File: src/rtl/fp_issue_pkg.sv
// Shared types and defaults for the FP issue/writeback sequencer.
package fp_issue_pkg;

    localparam int unsigned NREGS_DEFAULT           = 32;
    localparam int unsigned MAX_OUTSTANDING_DEFAULT = 4;
    localparam int unsigned REG_AW                  = 5;
    localparam int unsigned TAG_W                   = 6;
    localparam int unsigned CNT_W                   = 4;
    localparam int unsigned RADDR_W                 = 3 * REG_AW;

    typedef enum logic {
        IDLE  = 1'b0,
        ISSUE = 1'b1
    } state_e;

    typedef struct packed {
        logic              is_fp;
        logic [REG_AW-1:0] rd;
    } fp_tag_t;

    typedef struct packed {
        logic [REG_AW-1:0] rs3;
        logic [REG_AW-1:0] rs2;
        logic [REG_AW-1:0] rs1;
        logic [REG_AW-1:0] rd;
        logic              rd_is_fp;
    } issue_req_t;

endpackage

File: src/rtl/fp_issue_ctrl_if.sv
// Decoder, FPU and register-file signals of the FP issue controller.
interface fp_issue_ctrl_if;
    import fp_issue_pkg::*;

    logic               instr_valid_i;
    logic               instr_ready_o;
    logic [REG_AW-1:0]  rs1_i;
    logic [REG_AW-1:0]  rs2_i;
    logic [REG_AW-1:0]  rs3_i;
    logic               use_rs1_i;
    logic               use_rs2_i;
    logic               use_rs3_i;
    logic [REG_AW-1:0]  rd_i;
    logic               rd_is_fp_i;
    logic               fpu_in_valid_o;
    logic               fpu_in_ready_i;
    logic [TAG_W-1:0]   fpu_tag_o;
    logic               fpu_out_valid_i;
    logic               fpu_out_ready_o;
    logic [TAG_W-1:0]   fpu_tag_i;
    logic               fpu_flush_o;
    logic               flush_i;
    logic               wb_en_o;
    logic [REG_AW-1:0]  wb_addr_o;
    logic [RADDR_W-1:0] issue_raddr_o;
    logic [CNT_W-1:0]   outstanding_o;
    logic               busy_o;

    modport slave (
        input  instr_valid_i, rs1_i, rs2_i, rs3_i, use_rs1_i, use_rs2_i, use_rs3_i,
               rd_i, rd_is_fp_i, fpu_in_ready_i, fpu_out_valid_i, fpu_tag_i, flush_i,
        output instr_ready_o, fpu_in_valid_o, fpu_tag_o, fpu_out_ready_o, fpu_flush_o,
               wb_en_o, wb_addr_o, issue_raddr_o, outstanding_o, busy_o
    );

    modport master (
        output instr_valid_i, rs1_i, rs2_i, rs3_i, use_rs1_i, use_rs2_i, use_rs3_i,
               rd_i, rd_is_fp_i, fpu_in_ready_i, fpu_out_valid_i, fpu_tag_i, flush_i,
        input  instr_ready_o, fpu_in_valid_o, fpu_tag_o, fpu_out_ready_o, fpu_flush_o,
               wb_en_o, wb_addr_o, issue_raddr_o, outstanding_o, busy_o
    );

endinterface

File: src/rtl/fp_scoreboard.sv
// Pending-destination scoreboard: one bit per FP register, set on issue, cleared on writeback.
module fp_scoreboard #(
    parameter int unsigned NREGS = 32
) (
    input  logic                     clk_i,
    input  logic                     rst_ni,
    input  logic                     set_en_i,
    input  logic [$clog2(NREGS)-1:0] set_idx_i,
    input  logic                     clr_en_i,
    input  logic [$clog2(NREGS)-1:0] clr_idx_i,
    input  logic                     flush_i,
    input  logic [$clog2(NREGS)-1:0] rs1_i,
    input  logic [$clog2(NREGS)-1:0] rs2_i,
    input  logic [$clog2(NREGS)-1:0] rs3_i,
    input  logic [$clog2(NREGS)-1:0] rd_i,
    output logic                     rs1_hit_c,
    output logic                     rs2_hit_c,
    output logic                     rs3_hit_c,
    output logic                     rd_hit_c
);

    logic [NREGS-1:0] pending_q;
    logic [NREGS-1:0] pending_d;

    // Set and clear never target the same index; flush wipes everything.
    always_comb begin
        pending_d = pending_q;
        if (clr_en_i) pending_d[clr_idx_i] = 1'b0;
        if (set_en_i) pending_d[set_idx_i] = 1'b1;
        if (flush_i)  pending_d = '0;
    end

    always_ff @(posedge clk_i or negedge rst_ni) begin
        if (!rst_ni) pending_q <= '0;
        else         pending_q <= pending_d;
    end

    assign rs1_hit_c = pending_q[rs1_i];
    assign rs2_hit_c = pending_q[rs2_i];
    assign rs3_hit_c = pending_q[rs3_i];
    assign rd_hit_c  = pending_q[rd_i];

endmodule

File: src/rtl/fp_issue_ctrl.sv
// FP issue/writeback sequencer between the FP decoder and fpnew_top.
module fp_issue_ctrl
    import fp_issue_pkg::*;
#(
    parameter int unsigned NREGS           = NREGS_DEFAULT,
    parameter int unsigned MAX_OUTSTANDING = MAX_OUTSTANDING_DEFAULT
) (
    input  logic           clk_i,
    input  logic           rst_ni,
    fp_issue_ctrl_if.slave bus
);

    state_e           state_q, state_d;
    logic [CNT_W-1:0] count_q, count_d;
    issue_req_t       req_q, req_d;

    fp_tag_t ret_tag;
    logic    rs1_hit, rs2_hit, rs3_hit, rd_hit;
    logic    hazard, instr_ready, fpu_in_valid;
    logic    accept, issue_hs, retire, wb_en;

    assign ret_tag = fp_tag_t'(bus.fpu_tag_i);

    fp_scoreboard #(.NREGS(NREGS)) u_sb (
        .clk_i     (clk_i),
        .rst_ni    (rst_ni),
        .set_en_i  (issue_hs && req_q.rd_is_fp),
        .set_idx_i (req_q.rd),
        .clr_en_i  (wb_en),
        .clr_idx_i (ret_tag.rd),
        .flush_i   (bus.flush_i),
        .rs1_i     (bus.rs1_i),
        .rs2_i     (bus.rs2_i),
        .rs3_i     (bus.rs3_i),
        .rd_i      (bus.rd_i),
        .rs1_hit_c (rs1_hit),
        .rs2_hit_c (rs2_hit),
        .rs3_hit_c (rs3_hit),
        .rd_hit_c  (rd_hit)
    );

    assign hazard = (bus.use_rs1_i && rs1_hit) || (bus.use_rs2_i && rs2_hit) ||
                    (bus.use_rs3_i && rs3_hit) || (bus.rd_is_fp_i && rd_hit);

    always_ff @(posedge clk_i or negedge rst_ni) begin
        if (!rst_ni) state_q <= IDLE;
        else         state_q <= state_d;
    end

    // Flush overrides any transition and drops a held op.
    always_comb begin
        state_d = state_q;
        case (state_q)
            IDLE:    if (accept) state_d = ISSUE;
            ISSUE:   if (bus.fpu_in_ready_i) state_d = IDLE;
            default: state_d = IDLE;
        endcase
        if (bus.flush_i) state_d = IDLE;
    end

    always_comb begin
        instr_ready  = 1'b0;
        fpu_in_valid = 1'b0;
        case (state_q)
            IDLE:    instr_ready = rst_ni && !bus.flush_i && !hazard &&
                                   (count_q < CNT_W'(MAX_OUTSTANDING));
            ISSUE:   fpu_in_valid = 1'b1;
            default: ;
        endcase
    end

    assign accept   = bus.instr_valid_i && instr_ready;
    assign issue_hs = (state_q == ISSUE) && bus.fpu_in_ready_i && !bus.flush_i;
    assign retire   = rst_ni && bus.fpu_out_valid_i && !bus.flush_i;
    assign wb_en    = retire && ret_tag.is_fp;

    // Outstanding counter: simultaneous issue and retire cancel, saturates at zero.
    always_comb begin
        count_d = count_q;
        if (issue_hs && !retire)                       count_d = count_q + CNT_W'(1);
        else if (!issue_hs && retire && count_q != '0) count_d = count_q - CNT_W'(1);
        if (bus.flush_i) count_d = '0;
    end

    always_comb begin
        req_d = req_q;
        if (accept) begin
            req_d.rs1      = bus.rs1_i;
            req_d.rs2      = bus.rs2_i;
            req_d.rs3      = bus.rs3_i;
            req_d.rd       = bus.rd_i;
            req_d.rd_is_fp = bus.rd_is_fp_i;
        end
    end

    always_ff @(posedge clk_i or negedge rst_ni) begin
        if (!rst_ni) begin
            count_q <= '0;
            req_q   <= '0;
        end else begin
            count_q <= count_d;
            req_q   <= req_d;
        end
    end

    assign bus.instr_ready_o   = instr_ready;
    assign bus.fpu_in_valid_o  = fpu_in_valid;
    assign bus.fpu_tag_o       = TAG_W'({req_q.rd_is_fp, req_q.rd});
    assign bus.fpu_out_ready_o = 1'b1;
    assign bus.fpu_flush_o     = bus.flush_i;
    assign bus.wb_en_o         = wb_en;
    assign bus.wb_addr_o       = wb_en ? ret_tag.rd : '0;
    assign bus.issue_raddr_o   = {req_q.rs3, req_q.rs2, req_q.rs1};
    assign bus.outstanding_o   = count_q;
    assign bus.busy_o          = (state_q != IDLE) || (count_q != '0);

    a_no_retire_when_empty: assert property (@(posedge clk_i) disable iff (!rst_ni)
        !(retire && count_q == '0))
        else $error("FPU result returned with no outstanding op");

    a_count_bounded: assert property (@(posedge clk_i) disable iff (!rst_ni)
        count_q <= CNT_W'(MAX_OUTSTANDING))
        else $error("outstanding count above limit");

endmodule

File: src/flat_wrapper.sv
// flat-port wrapper written by rule: the top's interface ports become plain ports
module fp_issue_ctrl_flat import fp_issue_pkg::*;
#(
    parameter int unsigned NREGS           = NREGS_DEFAULT,
    parameter int unsigned MAX_OUTSTANDING = MAX_OUTSTANDING_DEFAULT
)
  (clk_i, rst_ni, bus_instr_valid_i, bus_rs1_i, bus_rs2_i, bus_rs3_i, bus_use_rs1_i, bus_use_rs2_i, bus_use_rs3_i, bus_rd_i, bus_rd_is_fp_i, bus_fpu_in_ready_i, bus_fpu_out_valid_i, bus_fpu_tag_i, bus_flush_i, bus_instr_ready_o, bus_fpu_in_valid_o, bus_fpu_tag_o, bus_fpu_out_ready_o, bus_fpu_flush_o, bus_wb_en_o, bus_wb_addr_o, bus_issue_raddr_o, bus_outstanding_o, bus_busy_o);
  fp_issue_ctrl_if bus_i ();
  input  logic clk_i;
  input  logic rst_ni;
  input wire logic [$bits(bus_i.instr_valid_i)-1:0] bus_instr_valid_i;
  input wire logic [$bits(bus_i.rs1_i)-1:0] bus_rs1_i;
  input wire logic [$bits(bus_i.rs2_i)-1:0] bus_rs2_i;
  input wire logic [$bits(bus_i.rs3_i)-1:0] bus_rs3_i;
  input wire logic [$bits(bus_i.use_rs1_i)-1:0] bus_use_rs1_i;
  input wire logic [$bits(bus_i.use_rs2_i)-1:0] bus_use_rs2_i;
  input wire logic [$bits(bus_i.use_rs3_i)-1:0] bus_use_rs3_i;
  input wire logic [$bits(bus_i.rd_i)-1:0] bus_rd_i;
  input wire logic [$bits(bus_i.rd_is_fp_i)-1:0] bus_rd_is_fp_i;
  input wire logic [$bits(bus_i.fpu_in_ready_i)-1:0] bus_fpu_in_ready_i;
  input wire logic [$bits(bus_i.fpu_out_valid_i)-1:0] bus_fpu_out_valid_i;
  input wire logic [$bits(bus_i.fpu_tag_i)-1:0] bus_fpu_tag_i;
  input wire logic [$bits(bus_i.flush_i)-1:0] bus_flush_i;
  output wire logic [$bits(bus_i.instr_ready_o)-1:0] bus_instr_ready_o;
  output wire logic [$bits(bus_i.fpu_in_valid_o)-1:0] bus_fpu_in_valid_o;
  output wire logic [$bits(bus_i.fpu_tag_o)-1:0] bus_fpu_tag_o;
  output wire logic [$bits(bus_i.fpu_out_ready_o)-1:0] bus_fpu_out_ready_o;
  output wire logic [$bits(bus_i.fpu_flush_o)-1:0] bus_fpu_flush_o;
  output wire logic [$bits(bus_i.wb_en_o)-1:0] bus_wb_en_o;
  output wire logic [$bits(bus_i.wb_addr_o)-1:0] bus_wb_addr_o;
  output wire logic [$bits(bus_i.issue_raddr_o)-1:0] bus_issue_raddr_o;
  output wire logic [$bits(bus_i.outstanding_o)-1:0] bus_outstanding_o;
  output wire logic [$bits(bus_i.busy_o)-1:0] bus_busy_o;
  assign bus_i.instr_valid_i = bus_instr_valid_i;
  assign bus_i.rs1_i = bus_rs1_i;
  assign bus_i.rs2_i = bus_rs2_i;
  assign bus_i.rs3_i = bus_rs3_i;
  assign bus_i.use_rs1_i = bus_use_rs1_i;
  assign bus_i.use_rs2_i = bus_use_rs2_i;
  assign bus_i.use_rs3_i = bus_use_rs3_i;
  assign bus_i.rd_i = bus_rd_i;
  assign bus_i.rd_is_fp_i = bus_rd_is_fp_i;
  assign bus_i.fpu_in_ready_i = bus_fpu_in_ready_i;
  assign bus_i.fpu_out_valid_i = bus_fpu_out_valid_i;
  assign bus_i.fpu_tag_i = bus_fpu_tag_i;
  assign bus_i.flush_i = bus_flush_i;
  assign bus_instr_ready_o = bus_i.instr_ready_o;
  assign bus_fpu_in_valid_o = bus_i.fpu_in_valid_o;
  assign bus_fpu_tag_o = bus_i.fpu_tag_o;
  assign bus_fpu_out_ready_o = bus_i.fpu_out_ready_o;
  assign bus_fpu_flush_o = bus_i.fpu_flush_o;
  assign bus_wb_en_o = bus_i.wb_en_o;
  assign bus_wb_addr_o = bus_i.wb_addr_o;
  assign bus_issue_raddr_o = bus_i.issue_raddr_o;
  assign bus_outstanding_o = bus_i.outstanding_o;
  assign bus_busy_o = bus_i.busy_o;
  fp_issue_ctrl #(.NREGS(NREGS), .MAX_OUTSTANDING(MAX_OUTSTANDING)) u_core (.clk_i(clk_i), .rst_ni(rst_ni), .bus(bus_i));
endmodule
File: config.mk
export PLATFORM = sky130hd
export DESIGN_NAME = fp_issue_ctrl_flat
export DESIGN_NICKNAME = d
export VERILOG_FILES = /design/src/rtl/fp_issue_pkg.sv /design/src/rtl/fp_issue_ctrl_if.sv /design/src/rtl/fp_scoreboard.sv /design/src/rtl/fp_issue_ctrl.sv /design/src/flat_wrapper.sv
export SDC_FILE = /design/constraint.sdc
export NUM_CORES = 1
export LEC_CHECK = 0
export CORE_UTILIZATION = 28
export CTS_CLUSTER_DIAMETER = 120
export DETAILED_ROUTE_END_ITERATION = 8
export PLACE_DENSITY_LB_ADDON = 0.1
export SLEW_MARGIN = 20
export SYNTH_ARGS = -nofsm -noshare
export SYNTH_HDL_FRONTEND = slang
export SYNTH_SLANG_ARGS = --single-unit
File: constraint.sdc
create_clock -name clk_i -period 5.3 [get_ports clk_i]
set_input_delay 1.06 -clock clk_i [delete_from_list [all_inputs] [get_ports clk_i]]
set_output_delay 1.06 -clock clk_i [all_outputs]
set_load 0.01 [all_outputs]
==> metrics.md <==
| Metric | Value |
|---|---|
| Gr ovfl total | `0` |
| Dpl hpwl | `8900 um` |
| Area leader, netlist | `dfrtp_1` |
| Gpl congestion | `0.793` |
| Critical path class | `in2out` |
| I/O Pins | `72` |
| Vias in the first global route | `3113` |
| Finished Cell Area | `between 4000 and 5000 um2` |
| Final wirelength | `12400 um` |
| Post-DRT Antenna Nets | `0` |
| Arrival time at the worst endpoint | `3.90 ns` |
| Simple logic cell fraction of the synthesized area | `14.4%` |
| Most numerous cell in the Yosys netlist | `dfrtp_1` |
| Sw frac | `29.6%` |
| # hold bufs at CTS | `0` |
| Critical Path RT | `4.24 ns` |
| Synth cell types | `45` |
| Psw | `471 uW` |
| N_diodes | `0` |
| Xor/xnor cell area share of the yosys netlist | `0.915%` |
| Initial Util | `28.8%` |
| Via density | `5.43` |
| Final Hold Vio Count | `0` |
| NumNets Final | `440` |
| CTS Buf Count | `9` |
| Worst skew pair latency | `approximately 0.33 ns` |
| Max incr delay on CP | `0.70 ns` |
| Largest family of logic cells by synthesized area | `multiplexers` |
| Hold/Removal Path Class | `reg2reg` |
| Cell Pwr Density | `322 nW/um2` |
| Sequential power share | `38.5%` |
| Async S/R FF share, synth | `100%` |
| Synthesized area per cell | `11.5 um2` |
| Post-cts sizing count | `0` |
| Drt pass-1 iters | `5` |
| Max-Cap Viols | `0` |
| H-tree Lvls | `3` |
| Setup violators final | `0` |
| Die Span Y | `around 120 um` |
| Mux cell area share after synthesis | `31.7%` |
| Critical Path, Cell by Cell | `clkdlybuf4s50_1 -> mux4_1 -> mux4_2 -> o22ai_1 -> o22ai_1 -> nor3_1 -> clkdlybuf4s50_1` |
| Final setup TNS | `0 ns` |
| Fin crit period | `4.96 ns` |
| Layout area overhead | `29.0%` |
| Synth Flop Type | `dfrtp_1` |
| Fin. max-slew vios | `0` |
| Gr usage total | `18.6%` |
| Adder-cell share of the synthesized area | `~1.2%` |
| Int Pwr | `1120 uW` |
| Longest Clk Path Bufs | `2` |
| CP Capture Type | `output port` |
| Skew final | `approximately 0.004 ns` |
| First-pass GRT wire length | `19500 um` |
| CTS tree | `yes` |
| Sequential share of the synthesized area | `37.9%` |
| Core Area | `13300 um2` |
| Rows | `42` |
| Synth Area in Compound Gates | `10.6%` |
| Top cells by area, synth | `dfrtp_1, mux4_2, mux2_4, a21oi_1, o21ai_0` |
| CTS Root Cell | `clkbuf_16` |
| Slew headroom | `46.7%` |
| #FFs+latches synth | `58` |
| Status | `completed` |
| Worst-case reg-to-reg path depth | `7` |
| I/O Buffers | `70` |
| DR vias | `3140` |
| Cell depth of the worst hold path | `1` |
| Crit path max-delay cell type | `clkdlybuf4s50_1` |
| DR WL/cell | `21.5 um` |
| Initial DRC Count | `240` |
| Comb power frac | `29.3%` |
| Max Freq | `201 MHz` |
| Clock Sinks | `58` |
| Clk pin slew, worst setup/hold paths | `approximately 0.050 ns` |
| Buf+Inv Stages, Crit Path | `2` |
| YS warnings | `0` |
| Post-synth EDFFs | `0` |
| Post-synthesis cell count | `between 300 and 400` |
| Pin count of the biggest net entering global routing | `60` |
| # DRC | `0` |
| Worst Max-Slew Pin Slew | `roughly 0.8 ns` |
| RSZ-0062 raised after global routing | `no` |
| Initial antenna violation count | `0` |
| Clk pwr share | `roughly 32%` |
| Cell family with most CP delay | `buffers and inverters` |
| Die area | `14100 um2` |
| Post-synth top cells | `dfrtp_1, nand2_1, a21oi_1, o21ai_0, mux4_2` |
| CP Max Fanout | `7` |
| CP Launch Type | `input port` |
| Maximum vdd drop | `0.000130 V` |
| Die extent in x | `119 um` |
| Number of fill cells | `roughly 1300` |
| Leak | `between 0.0015 and 0.002 uW` |
| Tcrit/Tclk final | `93.7%` |
| Fraction of layout cells with a size suffix above 1 | `19.9%` |
| Instance count on the critical path | `7` |
| Share of the synthesized area in the top cell type | `~38%` |
| Syn_nets | `between 300 and 400` |
| Netlist Area Pre-Place | `between 3000 and 4000 um2` |
| Placed Area | `4690 um2` |
| # Post-CTS Setup Buffers | `0` |
per-stage QoR:
step	setup slack (ns)	utilization [%]	total power, uW	hold WS, ns	cells
3_3_place_gp	0.332	35.3	1080	0.496	566
4_1_cts	0.326	37.1	1610	0.510	578
6_report	0.335	37.1	1590	0.509	578
3_5_place_dp	0.333	35.3	1090	0.495	566
2_1_floorplan	1.43	-	829	0.549	334
5_1_grt	0.206	37.1	1670	0.528	578
per-layer routing:
metal | track usage, % | up-vias | share of wire [%]
met1 | 26.0 | 1591 | 46
met5 | 0 | - | 0
met2 | 27.0 | 140 | 45
met4 | 7.59 | 0 | 1.4
met3 | 5.27 | 13 | 7.6
li1 | - | 1396 | -
final timing paths:
check                                                   from                           end  slack [ns]
worst max-delay path                             bus_rd_i[1]             bus_instr_ready_o        0.34
worst min-delay path            u_core.bus.issue_raddr_o[10]  u_core.bus.issue_raddr_o[10]        0.51
worst max register to register      u_core.u_sb.pending_q[2]       u_core.bus.fpu_tag_o[5]        2.33
worst min register to register  u_core.bus.issue_raddr_o[10]  u_core.bus.issue_raddr_o[10]        0.51
max in group asynchronous                             rst_ni     u_core.u_sb.pending_q[31]        3.83
min in group asynchronous                             rst_ni   u_core.bus.issue_raddr_o[1]        0.93
registers in the layout, indices dropped and copies added, names as in the netlist:
| name | flops |
|---|---|
| u_core.state_q | 1 |
| u_core.bus.issue_raddr_o | 15 |
| u_core.bus.fpu_tag_o | 6 |
| u_core.bus.outstanding_o | 4 |
| u_core.u_sb.pending_q | 32 |
cell type report:
cell class	count	area (um2)	area share, %
Clock inverter	1	5.00	0.101
Sequential cell	58	1450	29.4
Multi-Input combinational cell	252	2250	45.6
Tap cell	176	220	4.46
Clock buffer	11	243	4.92
Timing Repair Buffer	79	763	15.5
Inverter	1	3.75	0.0760
cell usage in the layout (no fill, tap or decap), types with 3 or more instances in the layout:
master / Yosys / final
and2_1: 6 / 6
nand3b_1: 7 / 7
mux2_2: 6 / 6
clkdlybuf4s50_1: 0 / 69
or3b_2: 3 / 3
mux2i_1: 3 / 3
nand2b_1: 4 / 4
and3_1: 3 / 3
mux4_1: 5 / 5
buf_4: 2 / 9
nand3_1: 7 / 7
xnor2_1: 3 / 3
nor2_1: 13 / 13
clkbuf_16: 0 / 9
o21ai_0: 33 / 33
nor2b_1: 5 / 5
nor3b_1: 3 / 3
mux4_2: 30 / 30
nand2_1: 38 / 38
o22ai_1: 3 / 3
dfrtp_1: 58 / 58
mux2_4: 19 / 19
a21oi_1: 34 / 34
kinds of logic (layout without fill, tap and decap cells):
family / count (synthesis) / in the layout
xor+xnor: 4 / 4
simple gates: 102 / 102
mux: 65 / 65
fa+ha+maj: 3 / 3
flops: 58 / 58
compound gates: 77 / 77
other cells: 1 / 1
buf+inv: 24 / 92
worst register-to-register path, cell delays in order (launching register included):
cell and delay, ns:
dfrtp_1 0.48, mux4_1 0.54, mux4_2 0.46, o22ai_1 0.16, o22ai_1 0.14, nor4b_4 0.29, buf_4 0.43, mux2_1 0.37
power by group through the flow:
| stage | Combinational, uW | Clock, uW | Sequential [uW] |
|---|---|---|---|
| after CTS | 470 | 527 | 612 |
| final | 465 | 512 | 612 |
| after detailed placement | 467 | 0 | 618 |
| after global routing | 499 | 546 | 625 |
| after floorplan | 223 | 0 | 606 |
| after global placement | 468 | 0 | 616 |
No activity file was read; power rests on OpenSTA's default activity.
